--- src/rtl/alu_pipe.sv ---
// alu_pipe: registered execute-stage ALU with valid/ready handshake, iterative multiply and sticky overflow
module alu_pipe #(
    parameter int WIDTH = 32,
    localparam int SHW = $clog2(WIDTH)
) (
    input  logic             clk,
    input  logic             rst,
    input  logic             in_valid,
    output logic             in_ready,
    input  logic [WIDTH-1:0] A,
    input  logic [WIDTH-1:0] B,
    input  logic [3:0]       Ctrl,
    output logic             out_valid,
    input  logic             out_ready,
    output logic [WIDTH-1:0] Result,
    output logic             Carryout,
    output logic             Overflow,
    output logic             Zero,
    output logic             Illegal,
    input  logic             clr_sticky,
    output logic             ovf_sticky
);
    typedef enum logic {IDLE, MUL_BUSY} state_t;

    localparam logic [3:0] OP_AND = 4'b0000;
    localparam logic [3:0] OP_OR  = 4'b0001;
    localparam logic [3:0] OP_ADD = 4'b0010;
    localparam logic [3:0] OP_XOR = 4'b0011;
    localparam logic [3:0] OP_SUB = 4'b0110;
    localparam logic [3:0] OP_SLT = 4'b0111;
    localparam logic [3:0] OP_SRL = 4'b1000;
    localparam logic [3:0] OP_SRA = 4'b1001;
    localparam logic [3:0] OP_MUL = 4'b1010;
    localparam logic [3:0] OP_NOR = 4'b1100;
    localparam logic [3:0] OP_SLL = 4'b1111;

    state_t             state_q, state_d;
    logic               out_valid_q, out_valid_d;
    logic [WIDTH-1:0]   result_q, result_d;
    logic               carry_q, carry_d, ovf_q, ovf_d, zero_q, zero_d;
    logic               illegal_q, illegal_d, sticky_q, sticky_d;
    logic [SHW-1:0]     cnt_q, cnt_d;
    logic [2*WIDTH-1:0] mcand_q, mcand_d, acc_q, acc_d;
    logic [WIDTH-1:0]   mplier_q, mplier_d;

    logic               is_sub, is_addsub, alu_cy, alu_ov, alu_il, accept, sticky_set;
    logic [WIDTH-1:0]   b_eff, alu_res;
    logic [WIDTH:0]     sum;
    logic [SHW-1:0]     sh;
    logic [2*WIDTH-1:0] acc_step;

    assign in_ready   = (state_q == IDLE) && (!out_valid_q || out_ready);
    assign accept     = in_valid && in_ready;
    assign out_valid  = out_valid_q;
    assign Result     = result_q;
    assign Carryout   = carry_q;
    assign Overflow   = ovf_q;
    assign Zero       = zero_q;
    assign Illegal    = illegal_q;
    assign ovf_sticky = sticky_q;

    // Single-cycle datapath; SUB reuses the adder as A + ~B + 1 so its carry means "no borrow"
    always_comb begin
        is_sub    = Ctrl == OP_SUB;
        is_addsub = is_sub || Ctrl == OP_ADD;
        b_eff     = is_sub ? ~B : B;
        sum       = {1'b0, A} + {1'b0, b_eff} + {{WIDTH{1'b0}}, is_sub};
        sh        = A[SHW-1:0];
        alu_cy    = is_addsub & sum[WIDTH];
        alu_ov    = is_addsub & (A[WIDTH-1] == b_eff[WIDTH-1]) & (sum[WIDTH-1] != A[WIDTH-1]);
        alu_il    = 1'b0;
        case (Ctrl)
            OP_AND:         alu_res = A & B;
            OP_OR:          alu_res = A | B;
            OP_ADD, OP_SUB: alu_res = sum[WIDTH-1:0];
            OP_XOR:         alu_res = A ^ B;
            OP_SLT:         alu_res = {{(WIDTH-1){1'b0}}, $signed(A) < $signed(B)};
            OP_SRL:         alu_res = B >> sh;
            OP_SRA:         alu_res = $signed(B) >>> sh;
            OP_MUL:         alu_res = '0;
            OP_NOR:         alu_res = ~(A | B);
            OP_SLL:         alu_res = B << sh;
            default: begin
                alu_res = '0;
                alu_il  = 1'b1;
            end
        endcase
    end

    // Handshake FSM: loads single-cycle results directly, or runs one shift-add step per cycle for MUL
    always_comb begin
        state_d     = state_q;
        out_valid_d = out_ready ? 1'b0 : out_valid_q;
        result_d    = result_q;
        carry_d     = carry_q;
        ovf_d       = ovf_q;
        zero_d      = zero_q;
        illegal_d   = illegal_q;
        cnt_d       = cnt_q;
        mcand_d     = mcand_q;
        mplier_d    = mplier_q;
        acc_d       = acc_q;
        sticky_set  = 1'b0;
        acc_step    = acc_q + (mplier_q[0] ? mcand_q : '0);
        case (state_q)
            IDLE: begin
                if (accept && Ctrl == OP_MUL) begin
                    mcand_d  = {{WIDTH{1'b0}}, A};
                    mplier_d = B;
                    acc_d    = '0;
                    cnt_d    = SHW'(WIDTH - 1);
                    state_d  = MUL_BUSY;
                end else if (accept) begin
                    out_valid_d = 1'b1;
                    result_d    = alu_res;
                    carry_d     = alu_cy;
                    ovf_d       = alu_ov;
                    zero_d      = alu_res == '0;
                    illegal_d   = alu_il;
                    sticky_set  = alu_ov;
                end
            end
            MUL_BUSY: begin
                acc_d    = acc_step;
                mcand_d  = mcand_q << 1;
                mplier_d = mplier_q >> 1;
                cnt_d    = cnt_q - 1'b1;
                if (cnt_q == '0) begin
                    out_valid_d = 1'b1;
                    result_d    = acc_step[WIDTH-1:0];
                    carry_d     = 1'b0;
                    ovf_d       = |acc_step[2*WIDTH-1:WIDTH];
                    zero_d      = acc_step[WIDTH-1:0] == '0;
                    illegal_d   = 1'b0;
                    cnt_d       = '0;
                    state_d     = IDLE;
                end
            end
            default: state_d = IDLE;
        endcase
        sticky_d = sticky_set | (sticky_q & ~clr_sticky);
    end

    // State and result registers; reset aborts any multiply in flight
    always_ff @(posedge clk or posedge rst) begin
        if (rst) begin
            state_q     <= IDLE;
            out_valid_q <= 1'b0;
            result_q    <= '0;
            carry_q     <= 1'b0;
            ovf_q       <= 1'b0;
            zero_q      <= 1'b1;
            illegal_q   <= 1'b0;
            sticky_q    <= 1'b0;
            cnt_q       <= '0;
            mcand_q     <= '0;
            mplier_q    <= '0;
            acc_q       <= '0;
        end else begin
            state_q     <= state_d;
            out_valid_q <= out_valid_d;
            result_q    <= result_d;
            carry_q     <= carry_d;
            ovf_q       <= ovf_d;
            zero_q      <= zero_d;
            illegal_q   <= illegal_d;
            sticky_q    <= sticky_d;
            cnt_q       <= cnt_d;
            mcand_q     <= mcand_d;
            mplier_q    <= mplier_d;
            acc_q       <= acc_d;
        end
    end
endmodule

--- config.mk ---
export PLATFORM = sky130hd
export DESIGN_NAME = alu_pipe
export DESIGN_NICKNAME = d
export VERILOG_FILES = /design/src/rtl/alu_pipe.sv
export SDC_FILE = /design/constraint.sdc
export NUM_CORES = 1
export LEC_CHECK = 0
export BUFFER_PORTS_ARGS = -buffer_cell sky130_fd_sc_hd__clkbuf_2
export CORE_MARGIN = 3
export CORE_UTILIZATION = 55
export CTS_BUF_LIST = sky130_fd_sc_hd__clkbuf_4 sky130_fd_sc_hd__clkbuf_8
export DETAILED_ROUTE_END_ITERATION = 8
export HOLD_SLACK_MARGIN = 0.08
export PLACE_DENSITY = 0.74
export SYNTH_ARGS = -nofsm -noshare
export SYNTH_HDL_FRONTEND = slang
export SYNTH_SLANG_ARGS = --single-unit
--- constraint.sdc ---
create_clock -name clk -period 10.8 [get_ports clk]
set_input_delay 1.08 -clock clk [delete_from_list [all_inputs] [get_ports clk]]
set_output_delay 1.08 -clock clk [all_outputs]
set_load 0.005 [all_outputs]
==> impl_metrics.json <==
{
  "grt_usage": 0.380,
  "endpoint_kind": "flop",
  "start_util": 0.560,
  "clockBufferDepth": 3,
  "cts_setup_buffers": 0,
  "fmax_mhz": 165,
  "clkSinkCount": 204,
  "post-route-period-util": 0.560,
  "crit_required_ns": 11.34,
  "fin_skew_ns": 0.0493,
  "irDropWorstVdd_mv": 0.131,
  "grt_first_pass_wirelength_um": 130000,
  "cp_data_arrival_time_ns": 6.58,
  "internal-power_mw": 2.41,
  "synth_edf_count": 0,
  "synthDistinctLibCells": 86,
  "gp_congestion": 1.05,
  "status": "completed",
  "pwr-share-seq": 0.295,
  "core.rowCount": 73,
  "synth_nets": 3116,
  "slew_viol_final": 0,
  "yosys.area.top_type": "dfrtp_1",
  "ios": 112,
  "clkPwrFrac": 0.177,
  "setup.worst_path.class": "input pin to flop",
  "rsz0062_at_grt": "no",
  "die-area_mm2": 0.0431,
  "min_period_ns": 6.05,
  "syn_inst": 2841,
  "via_count": 22800,
  "slew_headroom": 0.149,
  "seq_area_frac_synth": 0.229,
  "grt_pass1_vias": 21600,
  "met1_usage": 0.529,
  "use_met3": 0.0677,
  "numPortBuffers": 111,
  "die_h_um": 208,
  "p_switching_mw": 2.14,
  "wl_per_cell_um": 25.0,
  "worst_pin_slew_ns": 1.27,
  "synth-seq-cells": 204,
  "antenna_found_initial": 1,
  "synthToLayoutAreaGrowth_pct": 6.70,
  "viasPerCell": 6.76,
  "clk_pin_slew_ns": 0.05,
  "clk_latency_ns": 0.63,
  "drive_gt1_frac": 0.121,
  "die_x_um": 208,
  "async_flop_share": 1.00,
  "synthTopCellsByCount": "417 x nand2_1, 283 x o21ai_0, 241 x nor2_1, 223 x a21oi_1, 203 x dfrtp_1",
  "synth_top_cell_area_share": 0.227,
  "p_comb_frac": 0.528,
  "final_nets": 3094,
  "antenna_left": 0,
  "startpoint": "Ctrl[0]",
  "core-area_mm2": 0.0399,
  "cts_hold_buffers": 0,
  "synth_flop_cell": "dfrtp_1",
  "min_from": "Result[27]$_DFFE_PP0P_",
  "switching_share": 0.470,
  "stdcell_count": 3367,
  "cts-htree-levels": 2,
  "hold_class": "flop to flop",
  "timing.rr.start": "mplier_q[0]$_DFFE_PP0P_",
  "drt_iter0_drc": 2725,
  "timing.setup.tns_ns": 0,
  "grt-ovfl-total": 0,
  "placed_cells": 3304,
  "synth.most_common_cell": "nand2_1",
  "power.density_mw_per_mm2": 191,
  "setup_viol": 0,
  "wl_um": 84200,
  "grt_busiest_layer": "met2",
  "avgSynthCellArea_um2": 7.86,
  "cts-buffers-inserted": 38,
  "synthTopCellsByArea": "dfrtp_1 23%, ha_1 11%, mux4_2 7.5%",
  "cts_tree": "yes",
  "power_leakage_nw": 10.5,
  "postCtsResizedCells": 0,
  "drc": 0,
  "grt_use_met2": 0.590,
  "grt_max_degree": 213,
  "dp_hpwl_um": 64100,
  "clockRootBuffer": "clkbuf_8",
  "synth_warnings": 0,
  "synth_area_mm2": 0.0223,
  "start_kind": "input pin",
  "finalHoldViolCount": 0,
  "drt_pass1_iterations": 6,
  "cap_violations": 0,
  "path_max_fanout": 33
}
-- critical path, stage by stage --
cell,delay [ns]
clkbuf_2,0.46
nor4bb_4,0.42
buf_4,0.52
xnor2_1,0.21
inv_1,0.09
fa_1,0.42
nand3b_1,0.22
a2111oi_0,0.42
nor3_1,0.23
a211oi_1,0.75
a21oi_1,0.19
xnor2_1,0.17
a211oi_1,0.31
nand4_1,0.21
nor4_1,0.52
nand4_1,0.16
o211ai_1,0.19
-- sequential cells by signal, summed over array words and instances (netlist names) --
name and cells:
Carryout 1, Illegal 1, Overflow 1, Result 32, Zero 1, acc_q 64
cnt_q 5, mcand_q 64, mplier_q 32, out_valid 1, ovf_sticky 1, state_q 1
-- through the flow --
stage	instance area, um^2	utilization	power [mW]	setup WS [ns]	hold slack [ns]
after floorplan	22300	-	2.96	4.15	0.450
after global placement	23100	0.578	3.63	4.36	0.465
after detailed placement	23100	0.578	3.69	4.24	0.470
after CTS	23800	0.597	4.51	4.88	0.483
after global routing	23800	0.597	4.87	4.52	0.511
final	23800	0.597	4.55	4.75	0.481
-- per-layer routing --
| layer | wire, um | up-vias |
|---|---|---|
| li1 | - | 10300 |
| met4 | 3690 | 0 |
| met3 | 8280 | 217 |
| met2 | 37300 | 1246 |
| met1 | 34900 | 11100 |
| met5 | 0 | - |
-- path summary, 6_finish.rpt --
path | depth (start not counted) | to | slack, ns
setup reg to reg | 13 | Overflow$_DFFE_PP0P_ | 5.04
max in group asynchronous | 3 | state_q$_DFF_PP0_ | 8.84
setup / recovery | 17 | Zero$_DFFE_PP1P_ | 4.75
hold reg to reg | 2 | Result[27]$_DFFE_PP0P_ | 0.48
min in group asynchronous | 2 | mplier_q[31]$_DFFE_PP0P_ | 0.53
hold / removal | 2 | Result[27]$_DFFE_PP0P_ | 0.48
-- cell families after synthesis --
logic type,Yosys count,share of synthesized area
compound gates,870,0.244
xor+xnor,113,0.0443
fa+ha+maj,202,0.114
buf+inv,312,0.0535
flops,204,0.229
mux,164,0.117
simple gates,976,0.199
-- power groups by stage --
stage | logic [mW] | clock network [mW] | registers, mW
6_report | 2.40 | 0.807 | 1.34
5_1_grt | 2.64 | 0.852 | 1.38
4_1_cts | 2.36 | 0.821 | 1.34
3_5_place_dp | 2.35 | 0 | 1.35
3_3_place_gp | 2.30 | 0 | 1.33
2_1_floorplan | 1.70 | 0 | 1.26
-- cell type report --
class	instances	area, um^2
multi-input cells	2325	16100
diodes	1	2.50
clock buffers	55	688
well taps	525	657
inverters	111	424
repair buffers	139	781
fillers	3716	16100
clock inverters	7	78.8
flip-flops and latches	204	5110
-- layout by cell type, fill, tap and decap left out, types with 26 or more instances in the layout --
master	count
a211oi_1	37
a21o_1	37
a21oi_1	223
a22oi_1	29
and2_1	76
buf_4	28
clkbuf_2	109
clkbuf_8	44
dfrtp_1	202
ha_1	200
inv_1	106
mux2_2	34
mux2i_1	56
mux4_2	74
nand2_1	417
nand3_1	39
nand4_1	39
nor2_1	241
nor3_1	42
nor4_1	26
o21ai_0	283
xnor2_1	84
xor2_1	29
(Power assumes the default switching activity.)
